`config.mk`:
```
export PLATFORM = sky130hd
export DESIGN_NAME = bin_to_bcd_seq
export DESIGN_NICKNAME = d
export VERILOG_FILES = /design/src/rtl/bcd_pkg.sv /design/src/rtl/bcd_digit_adj.sv /design/src/rtl/bin_to_bcd_seq.sv
export SDC_FILE = /design/constraint.sdc
export NUM_CORES = 1
export LEC_CHECK = 0
export BUFFER_PORTS_ARGS = -buffer_cell sky130_fd_sc_hd__buf_4
export CELL_PAD_IN_SITES_DETAIL_PLACEMENT = 0
export CELL_PAD_IN_SITES_GLOBAL_PLACEMENT = 1
export CORE_ASPECT_RATIO = 0.75
export CORE_MARGIN = 5
export CORE_UTILIZATION = 40
export CTS_CLUSTER_SIZE = 8
export DETAILED_ROUTE_END_ITERATION = 16
export PLACE_DENSITY = 0.85
export REMOVE_ABC_BUFFERS = 1
export SETUP_SLACK_MARGIN = 0.15
export SLEW_MARGIN = 20
export SYNTH_ARGS = -nofsm -noshare
export SYNTH_HDL_FRONTEND = slang
export SYNTH_SLANG_ARGS = --single-unit
export TNS_END_PERCENT = 100
```
`constraint.sdc`:
```
create_clock -name clk -period 5.3 [get_ports clk]
set_input_delay 0.265 -clock clk [delete_from_list [all_inputs] [get_ports clk]]
set_output_delay 0.265 -clock clk [all_outputs]
set_load 0.02 [all_outputs]
```
`src/rtl/bcd_pkg.sv`:
```
// Shared types and constants for the sequential binary-to-BCD converter.
package bcd_pkg;

  typedef enum logic {
    IDLE  = 1'b0,
    SHIFT = 1'b1
  } state_t;

  localparam int         DIGIT_W    = 4;
  localparam logic [3:0] ADJ_THRESH = 4'd5;
  localparam logic [3:0] ADJ_ADD    = 4'd3;
  localparam logic [3:0] BCD_NINE   = 4'h9;

endpackage

```
`src/rtl/bcd_digit_adj.sv`:
```
// Double-dabble digit correction: add 3 to a BCD digit that is 5 or more,
// so the following left shift carries correctly into the next digit.
import bcd_pkg::*;

module bcd_digit_adj (
  input  logic [DIGIT_W-1:0] digit,
  output logic [DIGIT_W-1:0] adj
);

  // 4-bit wrap is intentional: a digit above 9 only occurs after overflow.
  always_comb begin
    adj = (digit >= ADJ_THRESH) ? digit + ADJ_ADD : digit;
  end

endmodule

```
`src/rtl/bin_to_bcd_seq.sv`:
```
// Sequential binary-to-BCD converter, one binary bit per clock.
// Saturates to all nines on overflow and produces a leading-zero blank mask
// for the seven-segment driver.
//
// state | meaning
// IDLE  | waiting for start; outputs hold the last result
// SHIFT | adjusting and shifting one operand bit per cycle
import bcd_pkg::*;

module bin_to_bcd_seq #(
  parameter int BIN_W  = 28,
  parameter int DIGITS = 8
) (
  input  logic                      clk,
  input  logic                      rst,
  input  logic                      start,
  input  logic [BIN_W-1:0]          bin,
  output logic                      busy,
  output logic                      done,
  output logic [DIGIT_W*DIGITS-1:0] bcd,
  output logic                      overflow,
  output logic [DIGITS-1:0]         lead_blank
);

  localparam int CNT_W = $clog2(BIN_W + 1);
  localparam int BCD_W = DIGIT_W * DIGITS;

  state_t             state;
  logic [BIN_W-1:0]   bin_reg;
  logic [BCD_W-1:0]   work;
  logic [CNT_W-1:0]   cnt;
  logic               ovf_flag;

  logic [BCD_W-1:0]   work_adj;
  logic [BCD_W-1:0]   work_next;
  logic               carry_out;
  logic               ovf_next;
  logic               last_iter;
  logic [BCD_W-1:0]   final_bcd;
  logic [DIGITS-1:0]  blank_next;
  logic               all_zero;

  for (genvar g = 0; g < DIGITS; g++) begin : g_adj
    bcd_digit_adj u_adj (
      .digit (work[g*DIGIT_W +: DIGIT_W]),
      .adj   (work_adj[g*DIGIT_W +: DIGIT_W])
    );
  end

  // One iteration of shift-and-add-3; the bit leaving the top digit means
  // the operand no longer fits in DIGITS decimal digits.
  always_comb begin
    {carry_out, work_next} = {work_adj, bin_reg[BIN_W-1]};
    ovf_next  = ovf_flag | carry_out;
    last_iter = (cnt == CNT_W'(BIN_W - 1));
    final_bcd = ovf_next ? {DIGITS{BCD_NINE}} : work_next;
  end

  // Blank digit i when it and every more significant digit are zero; the
  // units digit is always shown.
  always_comb begin
    blank_next = '0;
    all_zero   = 1'b1;
    for (int i = DIGITS - 1; i >= 0; i--) begin
      all_zero      = all_zero & (final_bcd[i*DIGIT_W +: DIGIT_W] == '0);
      blank_next[i] = all_zero;
    end
    blank_next[0] = 1'b0;
  end

  // Control FSM, datapath registers and registered result outputs.
  always_ff @(posedge clk) begin
    if (rst) begin
      state      <= IDLE;
      bin_reg    <= '0;
      work       <= '0;
      cnt        <= '0;
      ovf_flag   <= 1'b0;
      busy       <= 1'b0;
      done       <= 1'b0;
      bcd        <= '0;
      overflow   <= 1'b0;
      lead_blank <= '0;
    end else begin
      done <= 1'b0;
      case (state)
        IDLE: begin
          if (start) begin
            bin_reg  <= bin;
            work     <= '0;
            cnt      <= '0;
            ovf_flag <= 1'b0;
            busy     <= 1'b1;
            state    <= SHIFT;
          end
        end
        SHIFT: begin
          bin_reg  <= {bin_reg[BIN_W-2:0], 1'b0};
          work     <= work_next;
          ovf_flag <= ovf_next;
          cnt      <= cnt + 1'b1;
          if (last_iter) begin
            bcd        <= final_bcd;
            overflow   <= ovf_next;
            lead_blank <= blank_next;
            done       <= 1'b1;
            busy       <= 1'b0;
            state      <= IDLE;
          end
        end
      endcase
    end
  end

endmodule

```
==> summary.json <==
{
  "worst_setup_path": {
    "slowest_stage": "nor2_1",
    "worst-endpoint-arrival_ns": 2.79,
    "worst_r2r_endpoint": "lead_blank[1]",
    "critical_path.max_fanout": 9,
    "cp.buffers_inverters": 1,
    "worst_path_dominant_cell_family": "simple AND/OR/NAND/NOR gates",
    "timing.critical_path.cells": "inv_1, ha_1, nor2b_1, nor3_1, nor2_1, nand2_1, a2111o_1, o21ai_1",
    "rr_worst_depth": 8,
    "timing.critical_path.depth": 8,
    "path_class": "reg2reg",
    "cp_data_required_time_ns": 5.58,
    "setup.worst_path.start_class": "flip-flop",
    "critical_path.reg2reg.startpoint": "work[28]",
    "crit_path_end_kind": "flip-flop",
    "timing.critical_path.slowest_cell_delay_ns": 0.65,
    "timing.reg2reg.setup_slack_ns": 2.79
  },
  "sta": {
    "transition_time_at_the_pin_with_the_least_slew_margin_ns": 0.8952,
    "finalClockSkew_ns": 0.008538,
    "post-route-period-util_pct": 47.30,
    "holdWs_ns": 0.2149,
    "report.final.setup_viol": 0,
    "hold_viol_final": 0,
    "timing.final.crit_period_ns": 2.507,
    "relSlewSlack_pct": 40.32,
    "setup_tns_final_ns": 0,
    "drv_slew": 0,
    "achievable-frequency_mhz": 398.9,
    "rsz_0062_raised_after_global_routing": "no"
  },
  "global_route": {
    "grt_start_max_net_pins": 85,
    "number_of_antenna_violations_at_the_first_check_in_global_routing": 0,
    "groute.usage.overall_pct": 16.61,
    "gr-total-overflow": 0,
    "grt_pass1_vias": 4165,
    "grt_first_pass_wirelength_um": 20480
  },
  "run": {
    "max-cap-violations": 0
  },
  "placement": {
    "routability_congestion": 0.8484,
    "dp_hpwl_um": 8242,
    "io_buffers": 72
  },
  "power": {
    "max-vdd-ir-drop_mv": 0.1712,
    "pwr_density_cell_nw_per_um2": 278.2,
    "leakage_nw": 2.497
  },
  "clocking": {
    "ctsRootBufferMaster": "clkbuf_16",
    "ctsHoldBuffers": 0,
    "cts.repair_timing.setup_buffer_count": 0,
    "cts_num_sinks": 109,
    "clkSlewWorstSetupHoldPaths_ns": 0.07,
    "insertion_delay_ns": 0.35,
    "cts.repair.resized": 0,
    "max-clock-path-buffers": 2,
    "cts_tree": "yes",
    "ctsHtreeMaxLevel": 3,
    "numCtsBuffers": 9
  },
  "yosys": {
    "synthFlopType": "dfxtp_1",
    "post-synth-top-area-fraction_pct": 42.92,
    "ys_ff_latch": 109,
    "yosysWarnings": 0,
    "synth_edf_count": 0,
    "synth.lib_cells_used.distinct": 44,
    "combined_area_of_all_synthesized_cells_um2": 5084,
    "synth_sequential_area_ratio_pct": 42.92,
    "yosysTopAreaCell": "dfxtp_1",
    "synth_async_sr_flop_share_pct": 0,
    "syn_avg_cell_area_um2": 8.320,
    "dominant_cells_by_area_after_synthesis": "dfxtp_1, nor2_1, a21oi_1",
    "syn-instance-count": 611
  },
  "finish": {
    "commonest_cells_after_routing_fill_and_taps_aside": "nor2_1, dfxtp_1, a21oi_1, buf_4",
    "count_of_inserted_antenna_diode_cells": 0,
    "finish.net_count": 708,
    "layout_commonest_cell": "nor2_1",
    "num-fill-cells": 1209,
    "utilization_pct": 49.02,
    "area.growth.synth_to_final_pct": 19.07,
    "drive_gt1_share_pct": 15.19
  },
  "worst_hold_path": {
    "min_delay_worst_endpoint": "bin_reg[0]",
    "min-delay-start": "bin[0]",
    "kind_of_path_behind_the_tightest_hold_check": "in2reg",
    "min_path_cells": 3
  },
  "drt": {
    "final_antenna_net_count": 0,
    "detailedRoute.firstIterationViolations": 227,
    "number_of_search_and_repair_iterations_in_the_first_detailed_routing_pass": 5,
    "drt-wirelength-per-cell_um": 14.65,
    "wirelength_um": 12170,
    "routed-via-count": 4366,
    "drc_errors": 0,
    "vias_per_cell": 5.254
  },
  "floorplan": {
    "die_area_um2": 15090,
    "start_util_pct": 41.17,
    "die_height_um": 107.6,
    "ioPinCount": 74,
    "die_width_um": 140.2,
    "core-area_um2": 12350,
    "floorplan.rows": 35
  },
  "run_status": {
    "run_status": "finished clean"
  }
}
-- how the worst max path moves through the flow --
stage | slack, ns | from | end
6_report | 2.79 | work[28] | lead_blank[1]
3_3_place_gp | 2.97 | work[28] | lead_blank[1]
3_5_place_dp | 2.86 | work[28] | lead_blank[1]
4_1_cts | 2.81 | work[28] | lead_blank[1]
5_1_grt | 2.56 | work[29] | lead_blank[1]
2_1_floorplan | 0.78 | state | bcd[10]
-- through the flow --
step | setup slack, ns | std cells | instance area, um^2 | total power, mW
global route | 2.559 | 831 | 6053 | 1.756
finish | 2.793 | 831 | 6053 | 1.684
global placement | 2.973 | 815 | 5727 | 0.9664
CTS | 2.814 | 831 | 6053 | 1.707
detailed placement | 2.858 | 815 | 5727 | 0.9691
floorplan | 0.7777 | 571 | 4927 | 0.9144
-- cells in the mapped netlist (9+ instances only) --
cell      count
dfxtp_1     109
o21ai_0      13
mux2i_1      38
nand2_1      18
nand2b_1     16
nor3b_1      23
ha_1         17
inv_1        24
nor3_1       38
a21oi_1      82
clkbuf_1     29
nor2_1      115
a22o_1       17
xnor2_1       9
-- where the power goes --
part	switching, mW	total [mW]	internal (mW)	leakage (nW)
sequential	0.0156	0.849	0.834	0.883
clock	0.307	0.735	0.428	0.152
combinational	0.0591	0.100	0.0409	1.46
-- per-layer routing --
layer | track usage (%) | wire length (um) | vias to the layer above
met3 | 4.574 | 777 | 10
met1 | 21.60 | 5574 | 2030
met4 | 4.219 | 136 | 0
met5 | 0 | 0 | -
met2 | 27.36 | 5684 | 114
li1 | - | - | 2212
-- cell families after synthesis --
kind of cell | Yosys count | share of synthesized area (%)
muxes | 38 | 7.482
and+or+nand+nor | 239 | 23.16
other | 1 | 0.07377
buffers and inverters | 64 | 4.849
xor gates and xnor gates | 9 | 1.551
DFF | 109 | 42.92
AOI/OAI and AO/OA | 134 | 15.78
adders and majority gates | 17 | 4.184
-- worst register-to-register path, cell delays in order (launching register included) --
cell and delay [ns]:
dfxtp_1 0.34, inv_1 0.14, ha_1 0.22, nor2b_1 0.24, nor3_1 0.13, nor2_1 0.65, nand2_1 0.17, a2111o_1 0.42
o21ai_1 0.12
-- final cells by class --
type | count | area, um^2 | share of cell area (%)
Clock inverter | 5 | 83.83 | 1.385
Inverter | 24 | 90.09 | 1.488
Timing Repair Buffer | 78 | 585.6 | 9.673
Clock buffer | 11 | 242.7 | 4.010
Multi-Input combinational cell | 438 | 2658 | 43.90
Tap cell | 166 | 207.7 | 3.431
Sequential cell | 109 | 2186 | 36.11
Note: power is estimated with default switching activity, not from simulation.
